## config.mk

```make
export PLATFORM = sky130hd
export DESIGN_NAME = bit_serializer
export DESIGN_NICKNAME = d
export VERILOG_FILES = /design/src/rtl/bit_serializer.sv
export SDC_FILE = /design/constraint.sdc
export NUM_CORES = 1
export LEC_CHECK = 0
export CORE_MARGIN = 8
export CORE_UTILIZATION = 40
export CTS_BUF_LIST = sky130_fd_sc_hd__clkbuf_8
export CTS_CLUSTER_SIZE = 25
export DETAILED_ROUTE_END_ITERATION = 12
export HOLD_SLACK_MARGIN = 0.12
export PLACE_DENSITY = 0.75
export SLEW_MARGIN = 30
export SYNTH_ARGS = -nofsm -noshare
export SYNTH_HDL_FRONTEND = slang
export SYNTH_SLANG_ARGS = --single-unit
export TNS_END_PERCENT = 100
```

## constraint.sdc

```tcl
create_clock -name clock -period 1.5 [get_ports clock]
set_clock_uncertainty 0.15 [all_clocks]
set_input_delay 0.45 -clock clock [delete_from_list [all_inputs] [get_ports clock]]
set_output_delay 0.45 -clock clock [all_outputs]
set_load 0.05 [all_outputs]
```

## src/rtl/bit_serializer.sv

```systemverilog
// bit_serializer: parallel-to-serial front end for the serial pattern detector.
// Accepts WIDTH-bit words over valid/ready and presents one bit per clock on
// ser_out, with word-boundary flags, an optional idle gap and a word counter.
module bit_serializer #(
    parameter int WIDTH     = 8,
    parameter bit MSB_FIRST = 1'b1,
    parameter bit IDLE_BIT  = 1'b0,
    parameter int GAP       = 0
) (
    input  logic             clock,
    input  logic             reset,
    input  logic [WIDTH-1:0] load_data,
    input  logic             load_valid,
    output logic             load_ready,
    output logic             ser_out,
    output logic             ser_valid,
    output logic             first_bit,
    output logic             last_bit,
    output logic             busy,
    output logic [15:0]      word_count
);

    localparam int CW = $clog2(WIDTH);
    localparam logic [CW-1:0] LAST_IDX = CW'(WIDTH - 1);
    localparam logic [CW-1:0] CNT_ONE  = CW'(1);
    localparam logic [3:0]    GAP_LOAD = 4'((GAP > 0) ? (GAP - 1) : 0);

    localparam logic [1:0] ST_IDLE  = 2'd0;
    localparam logic [1:0] ST_SHIFT = 2'd1;
    localparam logic [1:0] ST_GAP   = 2'd2;

    logic [1:0]       r_state;
    logic [WIDTH-1:0] r_shift;
    logic [CW-1:0]    r_bit_cnt;
    logic [3:0]       r_gap_cnt;
    logic             r_ser_out;
    logic             r_ser_valid;
    logic             r_first_bit;
    logic             r_last_bit;
    logic             r_busy;
    logic [15:0]      r_word_count;

    logic             w_accept;
    logic             w_load_first;
    logic             w_next_bit;
    logic [WIDTH-1:0] w_shift_next;

    // The shift register keeps the bit currently on ser_out at its output end,
    // so the following bit is always one position further in.
    assign w_load_first = MSB_FIRST ? load_data[WIDTH-1] : load_data[0];
    assign w_next_bit   = MSB_FIRST ? r_shift[WIDTH-2]   : r_shift[1];
    assign w_shift_next = MSB_FIRST ? (r_shift << 1)     : (r_shift >> 1);

    // Ready in IDLE, or in the final bit slot when no gap is required, so a
    // waiting word follows the previous one without a bubble.
    assign load_ready = reset && ((r_state == ST_IDLE) ||
                                  ((GAP == 0) && (r_state == ST_SHIFT) && r_last_bit));
    assign w_accept   = load_valid && load_ready;

    // Sequencer: accept words, step through the bits, then the optional gap.
    always_ff @(posedge clock or negedge reset) begin
        if (!reset) begin
            r_state      <= ST_IDLE;
            r_shift      <= '0;
            r_bit_cnt    <= '0;
            r_gap_cnt    <= '0;
            r_ser_out    <= IDLE_BIT;
            r_ser_valid  <= 1'b0;
            r_first_bit  <= 1'b0;
            r_last_bit   <= 1'b0;
            r_busy       <= 1'b0;
            r_word_count <= '0;
        end else if (w_accept) begin
            r_state      <= ST_SHIFT;
            r_shift      <= load_data;
            r_bit_cnt    <= '0;
            r_ser_out    <= w_load_first;
            r_ser_valid  <= 1'b1;
            r_first_bit  <= 1'b1;
            r_last_bit   <= 1'b0;
            r_busy       <= 1'b1;
            r_word_count <= r_word_count + 16'd1;
        end else begin
            case (r_state)
                ST_SHIFT: begin
                    if (r_last_bit) begin
                        r_ser_out   <= IDLE_BIT;
                        r_ser_valid <= 1'b0;
                        r_first_bit <= 1'b0;
                        r_last_bit  <= 1'b0;
                        if (GAP > 0) begin
                            r_state   <= ST_GAP;
                            r_gap_cnt <= GAP_LOAD;
                            r_busy    <= 1'b1;
                        end else begin
                            r_state <= ST_IDLE;
                            r_busy  <= 1'b0;
                        end
                    end else begin
                        r_shift     <= w_shift_next;
                        r_ser_out   <= w_next_bit;
                        r_first_bit <= 1'b0;
                        r_last_bit  <= ((r_bit_cnt + CNT_ONE) == LAST_IDX);
                        r_bit_cnt   <= r_bit_cnt + CNT_ONE;
                    end
                end
                ST_GAP: begin
                    if (r_gap_cnt == 4'd0) begin
                        r_state <= ST_IDLE;
                        r_busy  <= 1'b0;
                    end else begin
                        r_gap_cnt <= r_gap_cnt - 4'd1;
                    end
                end
                default: begin
                end
            endcase
        end
    end

    assign ser_out    = r_ser_out;
    assign ser_valid  = r_ser_valid;
    assign first_bit  = r_first_bit;
    assign last_bit   = r_last_bit;
    assign busy       = r_busy;
    assign word_count = r_word_count;

endmodule

```

==> summary.md <==
| Metric | Value |
|---|---|
| Area Overhead vs Synth | `98.6%` |
| Worst stage delay on the critical path | `0.40 ns` |
| H-Tree Depth | `2` |
| Seq/Total Area, Yosys | `56.6%` |
| CP Capture Type | `primary output` |
| Critical path, cell by cell | `nand2b_4 -> and2_4 -> buf_12` |
| Area leader, netlist | `dfrtp_1` |
| Gr usage total | `17.5%` |
| ANT cells | `0` |
| Initial Util | `between 40% and 50%` |
| HPWL after DPL | `~2.7 mm` |
| WP data required | `0.90 ns` |
| Vias post-DR | `1,348` |
| DIE AREA | `approximately 5600 um2` |
| Power Density | `~1800 nW/um2` |
| Fraction of layout cells with a size suffix above 1 | `just over 60%` |
| I/O Pins | `33` |
| CTS sink cnt | `31` |
| Final total power | `4770 uW` |
| Setup ws final | `-0.218 ns` |
| Syn_area_per_cell | `about 11 um2` |
| Synth Flop Type | `dfrtp_1` |
| Inst Count DP | `220` |
| Die Y | `74.5 um` |
| Gpl congestion | `0.787` |
| Hold Path Origin | `r_shift[4]` |
| Routed WL | `5.31 mm` |
| I/O Buffers | `32` |
| Top cell type's share of synthesized area | `56.6%` |
| TritonRoute pass-1 iters | `4` |
| Critical path arrival | `between 1 and 1.5 ns` |
| Total congestion overflow | `0` |
| CTS tree | `done` |
| First-pass GRT wire length | `between 7 and 8 mm` |
| Antenna-violating nets left | `0` |
| Max-Cap Viols | `0` |
| RSZ-0062 raised after global routing | `yes` |
| Post-synth cell types | `24` |
| Drt via density | `5.33` |
| Clock transition at the registers of the reported paths | `around 0.06 ns` |
| CTS buffer count | `5` |
| Worst Setup SP | `last_bit` |
| Post-Syn Area | `1370 um2` |
| Post-Syn Nets | `137` |
| DRC errors left | `0` |
| FF+latch count, synth | `31` |
| CP max-delay cell | `dfrtp_2` |
| 1st-iter DRT viols | `127` |
| Critical Path Start Type | `flip-flop` |
| Synth async-reset ratio | `100%` |
| Root Buffer | `clkbuf_8` |
| Worst vdd ir | `1.06 mV` |
| Flop2flop setup slack | `-0.19 ns` |
| Min cycle time layout | `1.72 ns` |
| Core ar. | `3310 um2` |
| Wire per inst | `21.0 um` |
| Final Max Tran Viols | `0` |
| Area contributors post-synth | `dfrtp_1, xnor2_1, nand2_1` |
| Fmax | `582 MHz` |
| Vias in the first global route | `1,413` |
| Final hold vios | `0` |
| Kind of critical path | `flip-flop to primary output` |
| Failing checks | `negative setup slack` |
| Final Util | `between 80 and 90%` |
| Post-layout nets | `220` |
| Final worst-path cycle share | `115%` |
| Antenna violations before repair | `0` |
| Bufs on Longest Clock Path | `2` |
| Fin cells | `roughly 250` |
| Number of synthesized flops with an enable pin | `0` |
| CP Max Fanout | `2` |
| Leak Pwr | `0.00130 uW` |
| Synth Warn # | `0` |
| Slew @ Worst Pin | `between 0.3 and 0.4 ns` |
| Largest net degree at the start of global routing | `16` |
| Crit Reg-Reg Startpoint | `last_bit` |
| FP Rows | `21` |
| Final setup viols | `40` |
| Latest clock arrival within the worst-skew pair | `0.29 ns` |
| Relative slew slack | `78.9%` |
| Die X | `between 70 and 80 um` |
| Design Area, Final | `2720 um2` |
| Status | `finished with violations` |
| Hold Crit Class | `flip-flop to flip-flop` |
| Dpl cell area | `2190 um2` |
| Cells after Synth | `about 120` |
## metrics by stage
| step | setup WS (ns) | setup TNS [ns] | hold slack [ns] |
|---|---|---|---|
| floorplan | -0.115 | -0.932 | 0.00441 |
| global placement | -0.505 | -12.15 | 0.307 |
| detailed placement | -0.658 | -13.50 | 0.313 |
| CTS | -0.204 | -2.26 | 0.329 |
| global route | -0.255 | -4.43 | 0.360 |
| finish | -0.218 | -2.71 | 0.345 |
## metal layers
| layer | share of wire [%] | vias to the layer above | global-route usage, % |
|---|---|---|---|
| met2 | 55 | 55 | 31.7 |
| met1 | 38 | 686 | 18.6 |
| met3 | 3.8 | 21 | 3.37 |
| met5 | 0 | - | 0 |
| li1 | - | 586 | - |
| met4 | 3.3 | 0 | 9.57 |
## power by group
group          total [uW]  leakage (uW)  internal, uW  switching, uW
clock                 882     0.0000612           538            344
combinational        2590      0.000857          1330           1270
sequential           1290      0.000386          1060            231
total                4770       0.00130          2930           1840
## worst max-delay path, delay by kind of cell (launching register included)
kind,cells,cell delay (ns)
buffers and inverters,1,0.14
and+or+nand+nor,2,0.30
DFF,1,0.40
## cells in the mapped netlist, drive strengths merged (2+ instances only)
master  number
nor2         4
a22oi        7
xnor2       11
dfrtp       31
buf          3
and3         4
nand4        2
nand3        8
o21ai        4
inv          3
and4         3
and2         2
nor3         2
ha           3
nand2       25
xor2         5
## sequential cells by signal, summed over array words and instances (netlist names)
signal and flops:
r_shift 7, ser_valid 1, r_bit_cnt 3, last_bit 1
ser_out 1, busy 1, first_bit 1, word_count 16
## cells in the final DEF, fill, tap and decap left out, drive strengths merged, types with 3 or more instances in the layout
master,instances
a22oi,7
and3,4
and4,3
buf,68
clkbuf,6
clkdlybuf4s50,8
dfrtp,31
ha,3
inv,3
nand2,25
nand3,8
nor2,4
o21ai,4
xnor2,11
xor2,5
## logic make-up (layout without fill, tap and decap cells)
kind of cell	after synthesis	count (layout)	share of synthesized area, %
AND/OR/NAND/NOR	52	52	20.5
multiplexers	1	1	0.822
XOR/XNOR	16	16	10.2
AO/OA/AOI/OAI	14	14	7.03
adder cells (fa/ha/maj)	3	3	2.74
buffers and inverters	6	90	2.10
flip-flops	31	31	56.6
## area by class of cell
type	instances	area (um2)
clock buffers	6	82.6
clock inverters	2	35.0
fillers	174	589
inverters	3	11.3
multi-input cells	86	759
flip-flops and latches	31	796
well taps	46	57.6
repair buffers	79	980
## worst paths after layout
path | end | cells after the start
worst min register to register | r_shift[4] | 2
worst min-delay path | r_shift[4] | 2
worst max register to register | word_count[14] | 8
max in group asynchronous | word_count[9] | 4
min in group asynchronous | ser_out | 3
worst max-delay path | load_ready | 3
## timing repair
item / 4_1_cts / 5_1_grt
buffers inserted: 28 / 2
endpoints found under the setup margin: 44 / 42
hold endpoints to repair: 31 / 0
gates resized for setup: 37 / 21
pin swaps: 17 / 10
gates cloned: 1 / 0
hold buffers: 2 / 0
Note: power is estimated with default switching activity, not from simulation.
